[config.mk]
export PLATFORM = sky130hd
export DESIGN_NAME = mem_arbiter
export DESIGN_NICKNAME = d
export VERILOG_FILES = /design/src/rtl/mem_arbiter.sv
export SDC_FILE = /design/constraint.sdc
export NUM_CORES = 1
export LEC_CHECK = 0
export BUFFER_PORTS_ARGS = -buffer_cell sky130_fd_sc_hd__clkbuf_2
export CAP_MARGIN = 40
export CORE_MARGIN = 3
export CORE_UTILIZATION = 49
export CTS_BUF_LIST = sky130_fd_sc_hd__clkbuf_4
export DETAILED_ROUTE_END_ITERATION = 16
export PLACE_DENSITY = 0.83
export SYNTH_ARGS = -nofsm -noshare
export SYNTH_HDL_FRONTEND = slang
export SYNTH_SLANG_ARGS = --single-unit
[constraint.sdc]
create_clock -name clk -period 2.75 [get_ports clk]
set_input_delay 0.1375 -clock clk [delete_from_list [all_inputs] [get_ports clk]]
set_output_delay 0.1375 -clock clk [all_outputs]
set_load 0.01 [all_outputs]
[src/rtl/mem_arbiter.sv]
// Two-master arbiter sharing one memory port between instruction fetch (IM) and data (DM).
// Handshake: a request is held while CPU_STALL=1; an access completes in the BUSY cycle where mem_ready=1 or the wait budget expires.
module mem_arbiter #(
  parameter int DSize = 32,
  parameter int TOUT  = 16
) (
  input  logic             clk,
  input  logic             rst,
  input  logic             IM_enable,
  input  logic             IM_read,
  input  logic [DSize-1:0] IM_addr,
  output logic [DSize-1:0] IM_out,
  input  logic             DM_enable,
  input  logic             DM_read,
  input  logic             DM_write,
  input  logic [DSize-1:0] DM_addr,
  input  logic [DSize-1:0] DM_in,
  output logic [DSize-1:0] DM_out,
  output logic             mem_cs,
  output logic             mem_we,
  output logic [DSize-1:0] mem_addr,
  output logic [DSize-1:0] mem_wdata,
  input  logic [DSize-1:0] mem_rdata,
  input  logic             mem_ready,
  output logic             CPU_STALL,
  output logic             bus_err,
  output logic [1:0]       dbg_state
);

  typedef enum logic [1:0] {
    IDLE    = 2'd0,
    IM_BUSY = 2'd1,
    DM_BUSY = 2'd2,
    DONE    = 2'd3
  } state_t;

  localparam int CW = $clog2(TOUT) + 1;

  state_t          state;
  logic            im_need;
  logic            dm_need;
  logic            last_grant_dm;
  logic [CW-1:0]   wait_cnt;

  logic            im_req;
  logic            dm_req;
  logic            any_req;
  logic            timeout;
  logic            finish;
  logic            im_first;

  assign im_req   = IM_enable & IM_read;
  assign dm_req   = DM_enable & (DM_read | DM_write);
  assign any_req  = im_req | dm_req;
  // IM goes first unless DM also asks and IM led the previous window.
  assign im_first = im_req & (~dm_req | last_grant_dm);

  assign timeout  = ~mem_ready && (wait_cnt == CW'(TOUT - 1));
  assign finish   = mem_ready | timeout;

  assign CPU_STALL = rst & (((state == IDLE) & any_req) |
                            (state == IM_BUSY) | (state == DM_BUSY));
  assign dbg_state = state;

  always_ff @(posedge clk) begin
    if (!rst) begin
      state         <= IDLE;
      mem_cs        <= 1'b0;
      mem_we        <= 1'b0;
      mem_addr      <= '0;
      mem_wdata     <= '0;
      IM_out        <= '0;
      DM_out        <= '0;
      bus_err       <= 1'b0;
      last_grant_dm <= 1'b1;
      wait_cnt      <= '0;
      im_need       <= 1'b0;
      dm_need       <= 1'b0;
    end else begin
      case (state)
        IDLE: begin
          if (any_req) begin
            im_need  <= im_req;
            dm_need  <= dm_req;
            wait_cnt <= '0;
            mem_cs   <= 1'b1;
            if (im_first) begin
              state         <= IM_BUSY;
              last_grant_dm <= 1'b0;
              mem_addr      <= IM_addr;
              mem_wdata     <= '0;
              mem_we        <= 1'b0;
            end else begin
              state         <= DM_BUSY;
              last_grant_dm <= 1'b1;
              mem_addr      <= DM_addr;
              mem_wdata     <= DM_in;
              mem_we        <= DM_write;
            end
          end
        end

        IM_BUSY: begin
          if (finish) begin
            IM_out   <= mem_ready ? mem_rdata : '1;
            im_need  <= 1'b0;
            wait_cnt <= '0;
            if (timeout) bus_err <= 1'b1;
            if (dm_need) begin
              state     <= DM_BUSY;
              mem_addr  <= DM_addr;
              mem_wdata <= DM_in;
              mem_we    <= DM_write;
            end else begin
              state  <= DONE;
              mem_cs <= 1'b0;
              mem_we <= 1'b0;
            end
          end else begin
            wait_cnt <= wait_cnt + CW'(1);
          end
        end

        DM_BUSY: begin
          if (finish) begin
            // Writes leave the read-data register alone, even on timeout.
            if (!mem_we) DM_out <= mem_ready ? mem_rdata : '1;
            dm_need  <= 1'b0;
            wait_cnt <= '0;
            if (timeout) bus_err <= 1'b1;
            if (im_need) begin
              state     <= IM_BUSY;
              mem_addr  <= IM_addr;
              mem_wdata <= '0;
              mem_we    <= 1'b0;
            end else begin
              state  <= DONE;
              mem_cs <= 1'b0;
              mem_we <= 1'b0;
            end
          end else begin
            wait_cnt <= wait_cnt + CW'(1);
          end
        end

        DONE: begin
          state   <= IDLE;
          im_need <= 1'b0;
          dm_need <= 1'b0;
        end

        default: state <= IDLE;
      endcase
    end
  end

endmodule

==> flow_metrics.tcl, run 1 <==
set metrics [dict create \
    post-route-drc-count 0 \
    route.detailed.vias_per_inst 5.70 \
    netlist_area_sq_mm 0.00605 \
    finalWorstSetupSlack_ps 227 \
    grt_setup_unrepaired "no" \
    finalCritPeriodShare_pct 91.8 \
    worst-setup-path-type "flip-flop to flip-flop" \
    tightest_slew_ps 866 \
    grt_first_pass_wirelength_microns 33500 \
    regToRegEndpoint "mem_wdata[27]" \
    worst-path-max-fanout 32 \
    postPlaceCellArea_sq_mm 0.00749 \
    synth.net_count 817 \
    die_x_microns 117 \
    power_per_cell_area_mw_per_mm2 982 \
    critPathRequiredTime_ps 3220 \
    syn_to_final_growth_pct 51.1 \
    largest_net_degree_at_the_start_of_global_routing 94 \
    worstHoldStart "DM_addr[15]" \
    ir_worst_vdd_v 0.000563 \
    hold_path.class "input pin to flip-flop" \
    drv.max_cap_violation_count 0 \
    fmaxAchievable_mhz 396 \
    gp_routability_congestion 0.850 \
    outcome "finished, final reports clean" \
    start_util_pct 51.5 \
    grt_pass1_vias 6931 \
    drtPass1Iterations 6 \
    design_area_sq_mm 0.00914 \
    synth_cells 675 \
    portBuffers 269 \
    route.antenna.remaining_nets 0 \
    worstPathArrival_ps 3000 \
    placement_rows 39 \
    most-common-layout-cells "sky130_fd_sc_hd__clkbuf_2 (269), sky130_fd_sc_hd__nor2_1 (170), sky130_fd_sc_hd__dfxtp_1 (141)" \
    cts_root_buffer "sky130_fd_sc_hd__clkbuf_4" \
    power.leakage_nw 3.97 \
    clock_insertion_delay_worst_skew_ps 540 \
    clk_pin_slew_ps 130 \
    cts.path.max_buffers 2 \
    synth.yosys.seq_area_share_pct 46.7 \
    dp.final_hpwl_microns 12300 \
    numClockSinks 141 \
    antenna_found_initial 1 \
    detail_route.iter0.violations 879 \
    die_area_sq_mm 0.0137 \
    worst-r2r-cell-count 7 \
    placed_cells_incl_taps 1059 \
    htree_num_levels 4 \
    global_route.usage.total_pct 31.1 \
    final_nets 1192 \
    placeableCoreArea_sq_mm 0.0118 \
    numCtsBuffers 17 \
    top_level_ports 270 \
    routedWlPerCell_microns 17.8 \
    finish.utilization_pct 77.8 \
    regToRegSetupSlack_ps 230 \
    pre_cts_ws_ps 256 \
    yosys_warnings 0 \
    finalMaxSlewViolations 0 \
    synthFlopType "sky130_fd_sc_hd__dfxtp_1" \
    fin_cells 1228 \
    timing.setup.tns_ps 0 \
    hold_path_end "mem_addr[15]" \
    timing.slew.headroom_pct 42.3 \
    holdPathStages 4 \
    synth_enable_flop_cells 0 \
    regToRegStartpoint "dbg_state[0]" \
    routed_wl_microns 21800 \
    register_bit_count_reported_by_yosys 141 \
    layout_commonest_cell "sky130_fd_sc_hd__clkbuf_2" \
    die_height_microns 117 \
    final_layout_size_suffix_gt1_share_pct 30.8 \
    ys_types 39 \
    final_hold_violating_endpoints 0 \
    final_period_minus_worst_setup_slack_ps 2520 \
    vias 6999 \
    synth_async_sr_flop_share_pct 0 \
    cp-end-kind "flip-flop" \
    kind_of_launch_point_of_the_worst_setup_path "flip-flop" \
    finClkSkew_ps 33.8 \
    tritoncts "built" \
    syn_area_per_cell_sq_um 8.96 \
    total_congestion_overflow 0 \
    report.final.setup_viol 0 \
]
-- state kept, by name (all words and copies together) (netlist names) --
| name | flops |
|---|---|
| mem_wdata | 32 |
| mem_addr | 32 |
| im_need | 1 |
| bus_err | 1 |
| dm_need | 1 |
| wait_cnt | 5 |
| DM_out | 32 |
| mem_cs | 1 |
| dbg_state | 2 |
| IM_out | 32 |
| last_grant_dm | 1 |
| mem_we | 1 |
-- worst max-delay path by stage --
stage | from | endpoint | slack (ps) | depth (start not counted)
6_report | dbg_state[0] | mem_wdata[27] | 230 | 7
5_1_grt | dbg_state[0] | mem_wdata[27] | 70 | 7
4_1_cts | dbg_state[0] | mem_wdata[20] | 230 | 7
3_5_place_dp | dbg_state[0] | mem_wdata[20] | 260 | 7
3_3_place_gp | dbg_state[0] | mem_wdata[6] | 350 | 7
2_1_floorplan | dbg_state[1] | mem_wdata[1] | 430 | 9
-- stage by stage --
stage	power [W]	hold slack [ps]
after CTS	0.00876	1.38
after floorplan	0.00582	263
final	0.00898	27.5
after global placement	0.00699	348
after detailed placement	0.00709	354
after global routing	0.00959	20.8
-- worst max-delay path: stages, from the launching register on --
cell                        delay (ps)
sky130_fd_sc_hd__dfxtp_1           430
sky130_fd_sc_hd__inv_1             120
sky130_fd_sc_hd__ha_1              220
sky130_fd_sc_hd__or2_0             350
sky130_fd_sc_hd__a221o_1           450
sky130_fd_sc_hd__a2111oi_4         340
sky130_fd_sc_hd__buf_4             370
sky130_fd_sc_hd__a22o_1            200
-- layout make-up --
cell class | count | area (sq um)
Multi-Input combinational cell | 464 | 2970
Timing Repair Buffer | 419 | 2840
Sequential cell | 141 | 2820
Fill cell | 731 | 2620
Tap cell | 164 | 205
Clock inverter | 15 | 150
Clock buffer | 17 | 128
Inverter | 7 | 26.3
Antenna cell | 1 | 2.50
-- cell usage after synthesis, types with 2 or more instances --
master / instances / area, sq um
sky130_fd_sc_hd__nor2_1: 172 / 646
sky130_fd_sc_hd__dfxtp_1: 141 / 2820
sky130_fd_sc_hd__a211oi_1: 65 / 488
sky130_fd_sc_hd__clkbuf_1: 44 / 165
sky130_fd_sc_hd__nand2_1: 40 / 150
sky130_fd_sc_hd__a22oi_1: 34 / 255
sky130_fd_sc_hd__mux2i_1: 34 / 340
sky130_fd_sc_hd__a22o_1: 33 / 289
sky130_fd_sc_hd__a32o_1: 33 / 330
sky130_fd_sc_hd__buf_2: 10 / 50.1
sky130_fd_sc_hd__a21oi_1: 8 / 40.0
sky130_fd_sc_hd__inv_1: 7 / 26.3
sky130_fd_sc_hd__ha_1: 6 / 75.1
sky130_fd_sc_hd__buf_1: 5 / 18.8
sky130_fd_sc_hd__buf_6: 4 / 45.0
sky130_fd_sc_hd__nand3_1: 4 / 20.0
sky130_fd_sc_hd__a221o_1: 3 / 30.0
sky130_fd_sc_hd__and3_1: 3 / 18.8
sky130_fd_sc_hd__o21a_1: 3 / 22.5
sky130_fd_sc_hd__o22ai_1: 3 / 18.8
sky130_fd_sc_hd__a31oi_1: 2 / 12.5
sky130_fd_sc_hd__nand2b_1: 2 / 12.5
sky130_fd_sc_hd__nand3b_1: 2 / 15.0
sky130_fd_sc_hd__nor3_1: 2 / 10.0
-- where the power goes --
group | leakage (nW) | switching [W] | internal (W)
Clock | 0.145 | 0.000846 | 0.000479
Sequential | 1.15 | 0.000373 | 0.00265
Combinational | 2.67 | 0.00266 | 0.00197
Total | 3.97 | 0.00387 | 0.00511
-- kinds of logic after synthesis --
logic type                 Yosys count  share of synthesized area, %
AOI/OAI and AO/OA                  195                          26.5
adders and majority gates            6                          1.24
buffers and inverters               70                          5.05
DFF                                141                          46.7
muxes                               34                          5.62
and+or+nand+nor                    229                          14.9
-- per-layer routing --
layer | up-vias | track usage (%) | part of all wire (%)
met5 | - | 0 | 0
met4 | 0 | 22.1 | 6.1
met3 | 118 | 7.35 | 7.8
met2 | 455 | 50.4 | 48
met1 | 3206 | 36.1 | 38
li1 | 3220 | - | -
-- timing repair --
action,CTS,global route
gates resized for setup,0,2
setup endpoints to repair,0,2
hold endpoints to repair,135,0
setup buffers,0,0
hold buffers,136,0
(Power assumes the default switching activity.)
==> run 2: changes to the inputs <==
--- a/config.mk
+++ b/config.mk
@@ -11,6 +11,7 @@
 export CORE_UTILIZATION = 49
 export CTS_BUF_LIST = sky130_fd_sc_hd__clkbuf_4
 export DETAILED_ROUTE_END_ITERATION = 16
+export HOLD_SLACK_MARGIN = 0.06
 export PLACE_DENSITY = 0.83
 export SYNTH_ARGS = -nofsm -noshare
 export SYNTH_HDL_FRONTEND = slang
==> flow_metrics.tcl, run 2 (same netlist as run 1, synthesis figures left out) <==
set metrics [dict create \
    outcome "finished, final reports clean" \
    antenna_found_initial 3 \
    power.leakage_nw 4.08 \
    tritoncts "built" \
    switching_share_pct 43.4 \
    portBuffers 269 \
    internal-power_w 0.00515 \
    placeableCoreArea_sq_mm 0.0118 \
    worst-r2r-cell-count 7 \
    worst_setup_path_startpoint "dbg_state[0]" \
    routedWlPerCell_microns 18.7 \
    die_x_microns 117 \
    cp_top_family "compound AO/OA/AOI/OAI gates" \
    cp-end-kind "flip-flop" \
    global_route.usage.total_pct 33.6 \
    worst-path-max-fanout 32 \
    grt_first_pass_wirelength_microns 35900 \
    numClockSinks 141 \
    met1_length_microns 8390 \
    design_area_sq_mm 0.00943 \
    postCtsSetupRepairBufs 0 \
    post-route-drc-count 0 \
    highest-signal-layer "met5" \
    kind_of_launch_point_of_the_worst_setup_path "flip-flop" \
    total_congestion_overflow 0 \
    final_layout_size_suffix_gt1_share_pct 29.9 \
    num-fill-cells 686 \
    final_period_minus_worst_setup_slack_ps 2580 \
    gp_routability_congestion 0.850 \
    seq_power_share_pct 33.3 \
    drv.max_cap_violation_count 0 \
    finClkSkew_ps 32.2 \
    power.combinational.fraction_pct 52.1 \
    largest_net_degree_at_the_start_of_global_routing 94 \
    final_hold_violating_endpoints 0 \
    grt_pass1_vias 7273 \
    worstPathArrival_ps 3050 \
    regToRegStartpoint "dbg_state[0]" \
    routed_wl_microns 23500 \
    finalCritPeriodShare_pct 93.9 \
    worstPathCellList "inv_1, ha_1, or2_0, a221o_1, a2111oi_4, buf_4, a22o_1" \
    cts_root_buffer "sky130_fd_sc_hd__clkbuf_4" \
    regToRegEndpoint "mem_wdata[23]" \
    report.final.setup_viol 0 \
    worst-setup-path-type "flip-flop to flip-flop" \
    tightest_slew_ps 759 \
    grt_setup_unrepaired "no" \
    die_height_microns 117 \
    timing.setup.tns_ps 0 \
    holdPathStages 3 \
    fmaxAchievable_mhz 387 \
    detail_route.iter0.violations 892 \
    finish.utilization_pct 80.2 \
    clock_insertion_delay_worst_skew_ps 540 \
    cpMaxStageDelayCell "sky130_fd_sc_hd__a221o_1" \
    pwr-share-clk_pct 14.5 \
    layout_commonest_cell "sky130_fd_sc_hd__clkbuf_2" \
    timing.slew.headroom_pct 49.4 \
    final_nets 1221 \
    finalMaxSlewViolations 0 \
    path_depth 7 \
    dp.final_hpwl_microns 12300 \
    power_per_cell_area_mw_per_mm2 966 \
    numCtsBuffers 17 \
    drtPass1Iterations 6 \
    htree_num_levels 4 \
    syn_to_final_growth_pct 55.9 \
    cp-endpoint "mem_wdata[23]" \
    cp.buffers_inverters 2 \
    wl_met2_microns 11300 \
    vias 7257 \
    cts.path.max_buffers 2 \
    hold_slack_ps 154 \
    hold_path.class "input pin to flip-flop" \
    top_level_ports 270 \
    totalPowerFinal_w 0.00911 \
    critPathMaxStageDelay_ps 460 \
    placement_rows 39 \
    regToRegSetupSlack_ps 170 \
    die_area_sq_mm 0.0137 \
    most-common-layout-cells "sky130_fd_sc_hd__clkbuf_2 (269), sky130_fd_sc_hd__nor2_1 (170), sky130_fd_sc_hd__dlygate4sd3_1 (165)" \
    route.detailed.vias_per_inst 5.77 \
    critPathRequiredTime_ps 3220 \
    wl_met3_microns 2260 \
    postPlaceCellArea_sq_mm 0.00749 \
    switching_component_of_the_power_w 0.00396 \
    start_util_pct 51.5 \
    clk_pin_slew_ps 120 \
    route.antenna.remaining_nets 0 \
    ir_worst_vdd_v 0.000626 \
]
-- run 2: cell types whose count changed in the layout (fill, tap and decap cells not counted) --
cell                            before  now
sky130_fd_sc_hd__a21boi_1            0    1
sky130_fd_sc_hd__a21boi_2            1    0
sky130_fd_sc_hd__buf_6               1    2
sky130_fd_sc_hd__dlygate4sd3_1     136  165
sky130_fd_sc_hd__buf_4              11   10
-- run 2: final cells by class --
class                      count  area [sq um]  share of cell area [%]
timing repair buffer         448          3140                    33.2
inverter                       7          26.3                   0.279
clock buffer                  17           128                    1.35
multi-input combinational    464          2960                    31.4
antenna                        1          2.50                  0.0265
clock inverter                15           150                    1.59
tap                          164           205                    2.18
sequential                   141          2820                    29.9
-- run 2: layer usage --
| layer | vias up | global-route usage (%) |
|---|---|---|
| li1 | 3277 | - |
| met1 | 3300 | 35.7 |
| met2 | 526 | 55.2 |
| met3 | 150 | 12.3 |
| met4 | 4 | 23.7 |
| met5 | - | 0 |
-- run 2: tightest hold or removal path, stage by stage --
cell and delay [ps]:
sky130_fd_sc_hd__clkbuf_2 90, sky130_fd_sc_hd__o21a_1 240, sky130_fd_sc_hd__a311o_1 190
-- run 2: metrics by stage --
| step | cells | worst slack (ps) |
|---|---|---|
| floorplan | 675 | 432 |
| global placement | 1059 | 347 |
| detailed placement | 1059 | 256 |
| CTS | 1256 | 230 |
| global route | 1256 | 7.93 |
| finish | 1257 | 169 |
-- run 2: worst min path at each step --
| stage | startpoint | to | slack, ps |
|---|---|---|---|
| floorplan | DM_in[10] | mem_wdata[10] | 260 |
| finish | DM_read | last_grant_dm | 150 |
| global placement | DM_in[11] | mem_wdata[11] | 350 |
| detailed placement | DM_in[17] | mem_wdata[17] | 350 |
| global route | DM_read | last_grant_dm | 150 |
| CTS | DM_read | last_grant_dm | 110 |
-- run 2: power groups by stage --
| stage | combinational (W) | sequential (W) | clock [W] |
|---|---|---|---|
| after CTS | 0.00447 | 0.00300 | 0.00134 |
| after global routing | 0.00516 | 0.00309 | 0.00143 |
| after global placement | 0.00395 | 0.00304 | 0 |
| final | 0.00475 | 0.00304 | 0.00132 |
| after floorplan | 0.00255 | 0.00327 | 0 |
| after detailed placement | 0.00405 | 0.00305 | 0 |
-- run 2: timing repair --
| item | 4_1_cts | 5_1_grt |
|---|---|---|
| endpoints found under the setup margin | 0 | 5 |
| gates resized for setup | 0 | 2 |
| hold buffers | 165 | 0 |
| endpoints found under the hold margin | 135 | 0 |
==> run 3: changes to the inputs <==
--- a/config.mk
+++ b/config.mk
@@ -12,7 +12,8 @@
 export CTS_BUF_LIST = sky130_fd_sc_hd__clkbuf_4
 export DETAILED_ROUTE_END_ITERATION = 16
 export HOLD_SLACK_MARGIN = 0.06
-export PLACE_DENSITY = 0.83
+export PLACE_DENSITY_LB_ADDON = 0.08
+export SLEW_MARGIN = 5
 export SYNTH_ARGS = -nofsm -noshare
 export SYNTH_HDL_FRONTEND = slang
 export SYNTH_SLANG_ARGS = --single-unit
==> flow_metrics.tcl, run 3 (same netlist as run 1, synthesis figures left out) <==
set metrics [dict create \
    regToRegStartpoint "dbg_state[0]" \
    finalMaxSlewViolations 0 \
    grt_pass1_vias 6790 \
    gp_routability_congestion 0.795 \
    cpMaxStageDelayCell "sky130_fd_sc_hd__a221o_1" \
    switching_component_of_the_power_w 0.00376 \
    largest_net_degree_at_the_start_of_global_routing 75 \
    vias 6902 \
    numClockSinks 141 \
    cp-end-kind "flip-flop" \
    finish.utilization_pct 80.0 \
    syn_to_final_growth_pct 55.4 \
    worst-r2r-cell-count 7 \
    route.antenna.remaining_nets 0 \
    num-fill-cells 752 \
    pre_cts_ws_ps 242 \
    die_area_sq_mm 0.0137 \
    start_util_pct 51.5 \
    antenna_cells_inserted 0 \
    drv.max_cap_violation_count 0 \
    worstHoldStart "DM_addr[28]" \
    critPathRequiredTime_ps 3220 \
    route.detailed.vias_per_inst 5.52 \
    die_height_microns 117 \
    worstPathCellList "inv_1, ha_1, or2_0, a221o_1, a2111oi_4, buf_4, a22o_1" \
    holdPathStages 4 \
    placed_cells_incl_taps 1058 \
    hold_path.class "input pin to flip-flop" \
    placeableCoreArea_sq_mm 0.0118 \
    die_x_microns 117 \
    critPathMaxStageDelay_ps 460 \
    drtPass1Iterations 7 \
    dp.final_hpwl_microns 12800 \
    fin_cells 1251 \
    clock_insertion_delay_worst_skew_ps 520 \
    fmaxAchievable_mhz 386 \
    portBuffers 269 \
    kind_of_launch_point_of_the_worst_setup_path "flip-flop" \
    postCtsSetupRepairBufs 0 \
    clk_pin_slew_ps 130 \
    placement_rows 39 \
    layout_commonest_cell "sky130_fd_sc_hd__clkbuf_2" \
    grt_setup_unrepaired "no" \
    top_level_ports 270 \
    outcome "finished, final reports clean" \
    worst_setup_path_startpoint "dbg_state[0]" \
    final_nets 1216 \
    gr-usage-met2_pct 51.8 \
    final_layout_size_suffix_gt1_share_pct 29.9 \
    final_period_minus_worst_setup_slack_ps 2590 \
    seq_power_share_pct 33.2 \
    regToRegSetupSlack_ps 160 \
    global_route.usage.total_pct 30.2 \
    htree_num_levels 4 \
    power.combinational.fraction_pct 51.1 \
    grt_use_met3_pct 9.72 \
    routed_wl_microns 21400 \
    detail_route.iter0.violations 553 \
    worst-path-max-fanout 32 \
    finClkSkew_ps 32.4 \
    regToRegEndpoint "mem_wdata[12]" \
    antenna_found_initial 0 \
    pwr-share-clk_pct 15.6 \
    tritoncts "built" \
    routedWlPerCell_microns 17.1 \
    tightest_slew_ps 712 \
    timing.slew.headroom_pct 52.2 \
    hold_path_end "mem_addr[28]" \
    worstPathArrival_ps 3060 \
    power_per_cell_area_mw_per_mm2 965 \
    final_hold_violating_endpoints 0 \
    cts.path.max_buffers 2 \
    timing.setup.tns_ps 0 \
    cts_root_buffer "sky130_fd_sc_hd__clkbuf_4" \
    grt_first_pass_wirelength_microns 32600 \
    numCtsBuffers 17 \
    finalCritPeriodShare_pct 94.2 \
    worst-setup-path-type "flip-flop to flip-flop" \
    finalWorstSetupSlack_ps 159 \
    post-route-drc-count 0 \
    grtUsageMet1_pct 33.6 \
    internal-power_w 0.00532 \
    switching_share_pct 41.4 \
    total_congestion_overflow 0 \
    ir_worst_vdd_v 0.000536 \
    power.leakage_nw 4.08 \
    global_route.peak_usage_layer "met2" \
    most-common-layout-cells "sky130_fd_sc_hd__clkbuf_2 (269), sky130_fd_sc_hd__nor2_1 (170), sky130_fd_sc_hd__dlygate4sd3_1 (161)" \
    report.final.setup_viol 0 \
]
-- run 3: worst max-delay path: cells and delay by family (launching register included) --
family                     cells  cell delay [ps]
AOI/OAI and AO/OA              3             1040
adders and majority gates      1              230
buffers and inverters          2              500
DFF                            1              430
and+or+nand+nor                1              350
-- run 3: metal layers --
metal  routed length [microns]  share of wire, %
met1                      8070                38
met2                     10500                49
met3                      1860               8.7
met4                       908               4.2
met5                         0                 0
-- run 3: what timing repair did --
action,4_1_cts,5_1_grt
setup endpoints to repair,0,0
hold buffers,161,0
hold endpoints to repair,135,0
resized for setup,0,0
-- run 3: how the worst max path moves through the flow --
| stage | endpoint | slack [ps] | depth (start not counted) |
|---|---|---|---|
| global route | mem_wdata[22] | 60 | 7 |
| CTS | mem_wdata[28] | 230 | 7 |
| detailed placement | mem_wdata[19] | 240 | 7 |
| global placement | mem_wdata[9] | 350 | 7 |
| floorplan | mem_wdata[1] | 430 | 9 |
| finish | mem_wdata[12] | 160 | 7 |
-- run 3: layout make-up --
class                      instances  area, sq um  share of cell area [%]
clock inverter                    13          164                    1.74
clock buffer                      19          143                    1.52
multi-input combinational        464         2960                    31.5
sequential                       141         2820                    30.0
inverter                           7         26.3                   0.279
tap                              164          205                    2.18
timing repair buffer             443         3080                    32.8
-- run 3: power by group through the flow --
stage,logic (W),clock network (W),registers [W]
after global routing,0.00506,0.00154,0.00308
after global placement,0.00395,0,0.00302
final,0.00464,0.00142,0.00302
after CTS,0.00452,0.00144,0.00299
after floorplan,0.00255,0,0.00327
after detailed placement,0.00410,0,0.00303
-- run 3: metrics by stage --
stage,area (sq um),hold WS (ps),total power [W]
after floorplan,6050,263,0.00582
after global placement,7490,348,0.00696
after detailed placement,7490,350,0.00714
after CTS,9410,62.3,0.00895
after global routing,9410,85.4,0.00968
final,9410,104,0.00907
